===== config.mk =====
export PLATFORM = sky130hd
export DESIGN_NAME = rr_stream_mux
export DESIGN_NICKNAME = d
export VERILOG_FILES = /design/src/rtl/stream_mux_pkg.sv /design/src/rtl/rr_arbiter.sv /design/src/rtl/rr_stream_mux.sv
export SDC_FILE = /design/constraint.sdc
export NUM_CORES = 1
export LEC_CHECK = 0
export ABC_AREA = 1
export CORE_MARGIN = 2
export CORE_UTILIZATION = 50
export DETAILED_ROUTE_END_ITERATION = 7
export PLACE_DENSITY = 0.95
export SLEW_MARGIN = 5
export SYNTH_ARGS = -nofsm -noshare
export SYNTH_HDL_FRONTEND = slang
export SYNTH_SLANG_ARGS = --single-unit

===== constraint.sdc =====
create_clock -name clk -period 5.5 [get_ports clk]
set_clock_uncertainty 0.2 [all_clocks]
set_input_delay 0.55 -clock clk [delete_from_list [all_inputs] [get_ports clk]]
set_output_delay 0.55 -clock clk [all_outputs]
set_load 0.1 [all_outputs]

===== src/rtl/stream_mux_pkg.sv =====
// Shared constants for the stream multiplexer slice.
// Channel index types are parameter-dependent and live in the users.
package stream_mux_pkg;

    localparam int ARB_FIXED = 0;
    localparam int ARB_RR    = 1;

endpackage


===== src/rtl/rr_arbiter.sv =====
// Fixed-priority or round-robin arbiter with an owned priority pointer.
// The grant is purely combinational; the pointer moves only on advance.
module rr_arbiter
    import stream_mux_pkg::*;
#(
    parameter int NUM_CH   = 4,
    parameter int ARB_MODE = ARB_RR,
    parameter int CH_W     = $clog2(NUM_CH)
) (
    input  logic              clk,
    input  logic              rst,
    input  logic [NUM_CH-1:0] req,
    input  logic              advance,
    output logic [NUM_CH-1:0] grant,
    output logic [CH_W-1:0]   grant_idx
);

    logic [CH_W-1:0] ptr;

    always_comb begin
        int   idx;
        logic found;
        grant     = '0;
        grant_idx = '0;
        found     = 1'b0;
        idx       = 0;
        for (int k = 0; k < NUM_CH; k++) begin
            idx = (ARB_MODE == ARB_RR) ? int'(ptr) + k : k;
            // Explicit wrap so non-power-of-two channel counts behave.
            if (idx >= NUM_CH) begin
                idx = idx - NUM_CH;
            end
            if (!found && req[idx]) begin
                found      = 1'b1;
                grant[idx] = 1'b1;
                grant_idx  = CH_W'(idx);
            end
        end
    end

    always_ff @(posedge clk) begin
        if (rst) begin
            ptr <= '0;
        end else if (advance && (ARB_MODE == ARB_RR)) begin
            if (grant_idx == CH_W'(NUM_CH - 1)) begin
                ptr <= '0;
            end else begin
                ptr <= grant_idx + CH_W'(1);
            end
        end
    end

endmodule


===== src/rtl/rr_stream_mux.sv =====
// N-channel valid/ready stream mux with a single registered output stage.
// in_ready is gated by reset and by the output stage being loadable.
module rr_stream_mux
    import stream_mux_pkg::*;
#(
    parameter int NUM_CH   = 4,
    parameter int DATA_W   = 4,
    parameter int ARB_MODE = ARB_RR,
    parameter int CH_W     = $clog2(NUM_CH)
) (
    input  logic                     clk,
    input  logic                     rst,
    input  logic [NUM_CH-1:0]        in_valid,
    input  logic [NUM_CH*DATA_W-1:0] in_data,
    output logic [NUM_CH-1:0]        in_ready,
    output logic                     out_valid,
    output logic [DATA_W-1:0]        out_data,
    output logic [CH_W-1:0]          out_ch,
    input  logic                     out_ready
);

    logic              can_load;
    logic [NUM_CH-1:0] req;
    logic [NUM_CH-1:0] grant;
    logic [CH_W-1:0]   grant_idx;
    logic              advance;
    logic [DATA_W-1:0] sel_data;

    assign can_load = !out_valid || out_ready;
    assign req      = (can_load && !rst) ? in_valid : '0;
    assign advance  = |grant;
    assign in_ready = grant;

    rr_arbiter #(
        .NUM_CH   (NUM_CH),
        .ARB_MODE (ARB_MODE),
        .CH_W     (CH_W)
    ) u_arb (
        .clk       (clk),
        .rst       (rst),
        .req       (req),
        .advance   (advance),
        .grant     (grant),
        .grant_idx (grant_idx)
    );

    always_comb begin
        sel_data = in_data[grant_idx*DATA_W +: DATA_W];
    end

    always_ff @(posedge clk) begin
        if (rst) begin
            out_valid <= 1'b0;
            out_data  <= '0;
            out_ch    <= '0;
        end else if (advance) begin
            out_valid <= 1'b1;
            out_data  <= sel_data;
            out_ch    <= grant_idx;
        end else if (out_ready) begin
            out_valid <= 1'b0;
        end
    end

endmodule


---- Word-level counts from Yosys, hierarchy flattened ----
Cells that the tools add are included.
cells by class
  add/sub/neg operators ................... 8
  multipliers ............................. 0
  divide/modulo/power cells ............... 0
  order comparisons ....................... 12
  equality and inequality tests ........... 1
  shift operators ......................... 1
  muxes and demuxes ....................... 39
  bitwise gates (word level) .............. 3
  reduce and logical (&&, ||, !) cells .... 16
operators with widths
  operator                 number
  $ge A32 B1 Y1 const B    4
  $lt A32 B4 Y1 const B    4
  $mux W32                 4
  $ge A32 B4 Y1 const B    3
  $sub A32 B4 Y32 const B  3
  $mux W4                  5
  $mux W1                  17
  $shiftx A16 B5 Y4        1
  $or A4 B4 Y4             3
  $mux W2                  5
  $bmux W1 S2              4
  $demux W1 S2             4
  $logic_and A1 B1 Y1      8
  $add A2 B2 Y3 const B    2
  $logic_not A1 Y1         5
  $reduce_or A4 Y1         1
  $sub A2 B3 Y4 const B    1
  $add A2 B1 Y3 const B    1
  $ge A2 B3 Y1 const B     1
  $add A2 B1 Y2 const B    1
  $eq A2 B2 Y1 const B     1
  $reduce_bool A2 Y1       1
  $logic_or A1 B1 Y1       1
word-level totals
  bits in registers ....................... 9
  bits in latches ......................... 0
  RAM bits ................................ 0
  memory bits (read-only) ................. 0
  output and inout bits ................... 11
  logic and storage cells ................. 84
  memories kept ........................... 0

---- Depth between registers and ports, before layout ----
  depth after elaboration ................. 19
  depth in mapped cells ................... 16
  mapped depth without buffers ............ 15

---- Hierarchy ----
From an unflattened synthesis, not the netlist that was laid out.
second synthesis, totals
  cell total of the unflattened synthesis .. 171
  area total of the unflattened synthesis .. 1039.7 µm²
by module, submodules not included
  module         times used  cells an instance  area each (µm²)
  rr_arbiter     1           96                 574.3
  rr_stream_mux  1           75                 465.4

---- Least setup slack after synthesis ----
Ideal clock, no wire load.
  kind .................................... register -> register
  start ................................... register out_valid
  end ..................................... register out_valid
  arrival ................................. 3118 ps
  data required time ...................... 5191 ps
  path slack .............................. 2073 ps
  stages on the path, launching flop included .. 15
  path buffers ............................ 0
  clock period less this slack ............ 3427 ps
  cell sequence ........................... dfxtp_1 > nand2_1 > nand4_1 > nand2_2 > nand2_2 > nand2_4 > nand2_1 > a21boi_0 > nand3_2 > nor2_4 > nand2_4 > inv_2 > nand2_1 > nand2_1 > inv_1
on the way
  word-level cells in the longest chain between the ends .. 19
  elaborated cells on any way between the ends .. 35
RTL lines
  item                                           RTL line             source
  from (decl)                                    rr_stream_mux.sv:16  output logic out_valid,
  from (signal assigned)                         rr_stream_mux.sv:53  out_valid <= 1'b0;
  from (signal assigned)                         rr_stream_mux.sv:57  out_valid <= 1'b1;
  from (signal assigned)                         rr_stream_mux.sv:61  out_valid <= 1'b0;
  $logic_not A1 Y1 *                             rr_stream_mux.sv:29  assign can_load = !out_valid || out_ready;
  $logic_or A1 B1 Y1 *                           rr_stream_mux.sv:29
  $logic_and A1 B1 Y1 *                          rr_stream_mux.sv:30  assign req = (can_load && !rst) ? in_valid : '0;
  $mux W4 *                                      rr_stream_mux.sv:30
  $bmux W1 S2                                    rr_arbiter.sv:33     if (!found && req[idx]) begin
  $mux W1 (not written as such) (2 in a row)     rr_arbiter.sv:33
  $mux W1                                        rr_arbiter.sv:33
  $logic_not A1 Y1                               rr_arbiter.sv:33
  (+3 left out)                                  n/a
  $logic_and A1 B1 Y1                            rr_arbiter.sv:33
  $mux W1                                        rr_arbiter.sv:33
  $logic_not A1 Y1                               rr_arbiter.sv:33
  $logic_and A1 B1 Y1                            rr_arbiter.sv:33
  $mux W4 *                                      rr_arbiter.sv:33
  via in_ready[1]                                rr_stream_mux.sv:15  output logic [NUM_CH-1:0] in_ready,
  $reduce_or A4 Y1 *                             rr_stream_mux.sv:31  assign advance = |grant;
  $mux W1 or $reduce_bool A2 Y1 (tied branches)  n/a
The timed path passes the listed nets; every way through them passes the cells marked *. The select of a mux whose other input is x is not followed.
A chain may end at the register's enable or synchronous reset.

---- Final worst setup path ----
  start ................................... register u_arb.ptr[0]
  end ..................................... output in_ready[3]
on the way
  word-level cells in the longest chain between the ends .. 15
  elaborated cells on any way between the ends .. 63
RTL lines
  item                                                      RTL line             source
  from (decl)                                               rr_arbiter.sv:18     logic [CH_W-1:0] ptr;
  from (signal assigned)                                    rr_arbiter.sv:48     ptr <= grant_idx + CH_W'(1);
  branches (longest 14 deep; another with $sub A32 B4 Y32)  n/a
  $mux W4 *                                                 rr_arbiter.sv:33
  to (decl)                                                 rr_stream_mux.sv:15
Mark *: on every way between the ends. The select of a mux whose other input is x is not followed.

==> summary.md <==
| Metric | Value |
|---|---|
| Cell Chain, Critical Path | `inv_2 -> ha_1 -> inv_1 -> nand2_1 -> nand2_1 -> nor2_4 -> nand4_1 -> nand3_2 -> clkdlybuf4s50_1` |
| Synth Cell Area | `roughly 1100 sq um` |
| CP max stage cell | `clkdlybuf4s50_1` |
| Initial DRC Count | `29` |
| Clock Pin Slew Worst Setup and Hold Paths | `0.06 ns` |
| Critical path required time | `approximately 4.8 ns` |
| Startpoint types | `flip-flop` |
| Dpl hpwl | `~2100 microns` |
| Initial Util | `roughly half` |
| Post-DRT Antenna Nets | `0` |
| Fill count | `between 200 and 250` |
| RSZ-0062 raised after global routing | `false` |
| Post-synth net total | `206` |
| Skew-Pair Late Insertion Delay | `0.26 ns` |
| Max incr delay on CP | `around 1.1 ns` |
| Fin crit share | `about three quarters` |
| PortBufs | `33` |
| Fin. Hold Viols | `0` |
| Resize count post-CTS | `0` |
| Clock Tree Buf Depth | `2` |
| Largest net degree at the start of global routing | `15` |
| Die area | `~2600 sq um` |
| Total I/O pin count | `34` |
| Run status | `finished, final reports clean` |
| Area grow syn2layout | `32.2%` |
| Fmax | `~240 MHz` |
| Num CTS Buffers | `3` |
| Setup crit end kind | `output pin` |
| CTS HTree Levels | `1` |
| Worst Path Class, Setup | `reg -> out` |
| First-pass GRT wire length | `4530 microns` |
| Core ar. | `between 2000 and 2500 sq um` |
| Grt ovf | `0` |
| Ratio of cells with drive above 1 in the final layout | `around 12%` |
| Seq/Total Area, Yosys | `16.2%` |
| CTS tree | `yes` |
| Root Driver | `clkbuf_4` |
| Final setup viols | `0` |
| Placement row count | `17` |
| Arrival time at the worst endpoint | `between 3 and 4 ns` |
| Max-Cap Viols | `0` |
| Detailed-route vias per instance | `~5.2` |
| Antenna Cells | `0` |
| Placer Congestion | `between 0.8 and 0.9` |
| Cts hold-fix bufs | `0` |
| Initial antenna violation count | `0` |
| DRC Markers | `0` |
| Most common library cell in the layout ignoring fill and taps | `nand2_1` |
| Sink Count | `9` |
| CP most frequent cell | `nand2_1` |
| Syn. warnings | `0` |
| Commonest cells after routing, fill and taps aside | `45 x nand2_1, 33 x clkdlybuf4s50_1, 26 x nand3_1, 23 x inv_1, 12 x nand4_1` |
| Nets@finish | `between 200 and 250` |
| Via total after detailed routing | `between 1000 and 1500` |
| Syn_area_per_cell | `approximately 6.3 sq um` |
| Setup Total Neg Slack | `0 ns` |
| Die Y | `a little over 50 microns` |
| Total routed wirelength | `~2700 microns` |
| Vias in the first global route | `1072` |
| Routed len/inst | `between 10 and 15 microns` |
| Final Max Tran Viols | `0` |
| FF/Latch Area | `about 180 sq um` |
| Worst min-delay path class | `reg -> reg` |
| GRT Util Overall | `around 22%` |
| Syn Inst Count | `around 180` |
| Worst-margin pin slew | `approximately 1 ns` |
| TritonRoute pass-1 iters | `5` |
| Relative slew slack | `32.7%` |
| Minimum clock period | `about 4.1 ns` |
| Footprint of the multi-input gates | `roughly 790 sq um` |
| Yosys cell types | `21` |
| #FFs+latches synth | `9` |
| Post CTS Setup Buffer Count | `0` |
| Die Wd | `slightly above 50 microns` |
| Worst Path Max Fanout | `12` |
state kept, by name, summed over array words and instances (netlist names):
name,cells
out_ch,2
out_data,4
out_valid,1
u_arb.ptr,2
worst max-delay path, delay by kind of cell (launching register included):
family                     cells  cell delay (ns)
DFF                            1             0.59
buffers and inverters          3             1.43
adders and majority gates      1             0.41
and+or+nand+nor                5             0.70
stage by stage:
stage / hold slack [ns] / instances / util [%] / area [sq um] / setup WS, ns
finish: 0.282 / 237 / 68.3 / 1470 / 1.35
global route: 0.326 / 237 / 68.3 / 1470 / 1.19
floorplan: 0.379 / 175 / - / 1110 / 2.07
CTS: 0.285 / 237 / 68.3 / 1470 / 1.39
global placement: 0.281 / 233 / 67.1 / 1440 / 1.48
detailed placement: 0.277 / 233 / 67.1 / 1440 / 1.42
cell families after synthesis:
| logic type | count (synthesis) | share of synthesized area [%] |
|---|---|---|
| flops | 9 | 16.2 |
| fa+ha+maj | 8 | 9.02 |
| buf+inv | 30 | 12.2 |
| simple gates | 115 | 55.0 |
| compound gates | 13 | 7.55 |
path summary, 6_finish.rpt:
| path | from | slack [ns] | to | cells past startpoint |
|---|---|---|---|---|
| max | u_arb.ptr[0] | 1.35 | in_ready[3] | 9 |
| min | out_ch[1] | 0.28 | out_ch[1] | 2 |
| max reg2reg | u_arb.ptr[0] | 2.62 | u_arb.ptr[1] | 14 |
| min reg2reg | out_ch[1] | 0.28 | out_ch[1] | 2 |
final cells by class:
cell class / count / share of cell area [%]
Tap cell: 28 / 2.39
Multi-Input combinational cell: 136 / 54.1
Timing Repair Buffer: 33 / 22.5
Clock buffer: 4 / 1.79
Inverter: 27 / 6.91
Sequential cell: 9 / 12.3
cells in the mapped netlist:
cell type / instances / area share [%]
a21boi_0: 4 / 2.7
dfxtp_1: 9 / 16
nand3_2: 5 / 4.5
a21oi_2: 2 / 1.6
nand4_4: 1 / 1.9
nand3_1: 26 / 12
o21ai_0: 1 / 0.45
a21oi_1: 5 / 2.3
inv_2: 4 / 1.4
nand4_1: 12 / 6.8
ha_1: 8 / 9.0
buf_6: 3 / 3.0
nand3b_1: 4 / 2.7
nand2_2: 5 / 2.8
inv_1: 23 / 7.8
nor2_4: 3 / 3.0
nand2_4: 2 / 2.0
a31oi_1: 1 / 0.56
nor2_2: 1 / 0.56
nand2_1: 45 / 15
nor2_1: 11 / 3.7
per-layer routing:
layer / part of all wire [%] / vias to the layer above / track usage, %
met1: 44 / 548 / 27.2
met2: 50 / 39 / 41.3
met4: 0.52 / 0 / 2.70
met5: 0 / - / 0
li1: - / 650 / -
met3: 5.0 / 2 / 3.51
Power is left out: the tool's default activity adds up to more than one toggle a clock period on the data nets, which glitch-free logic cannot reach.
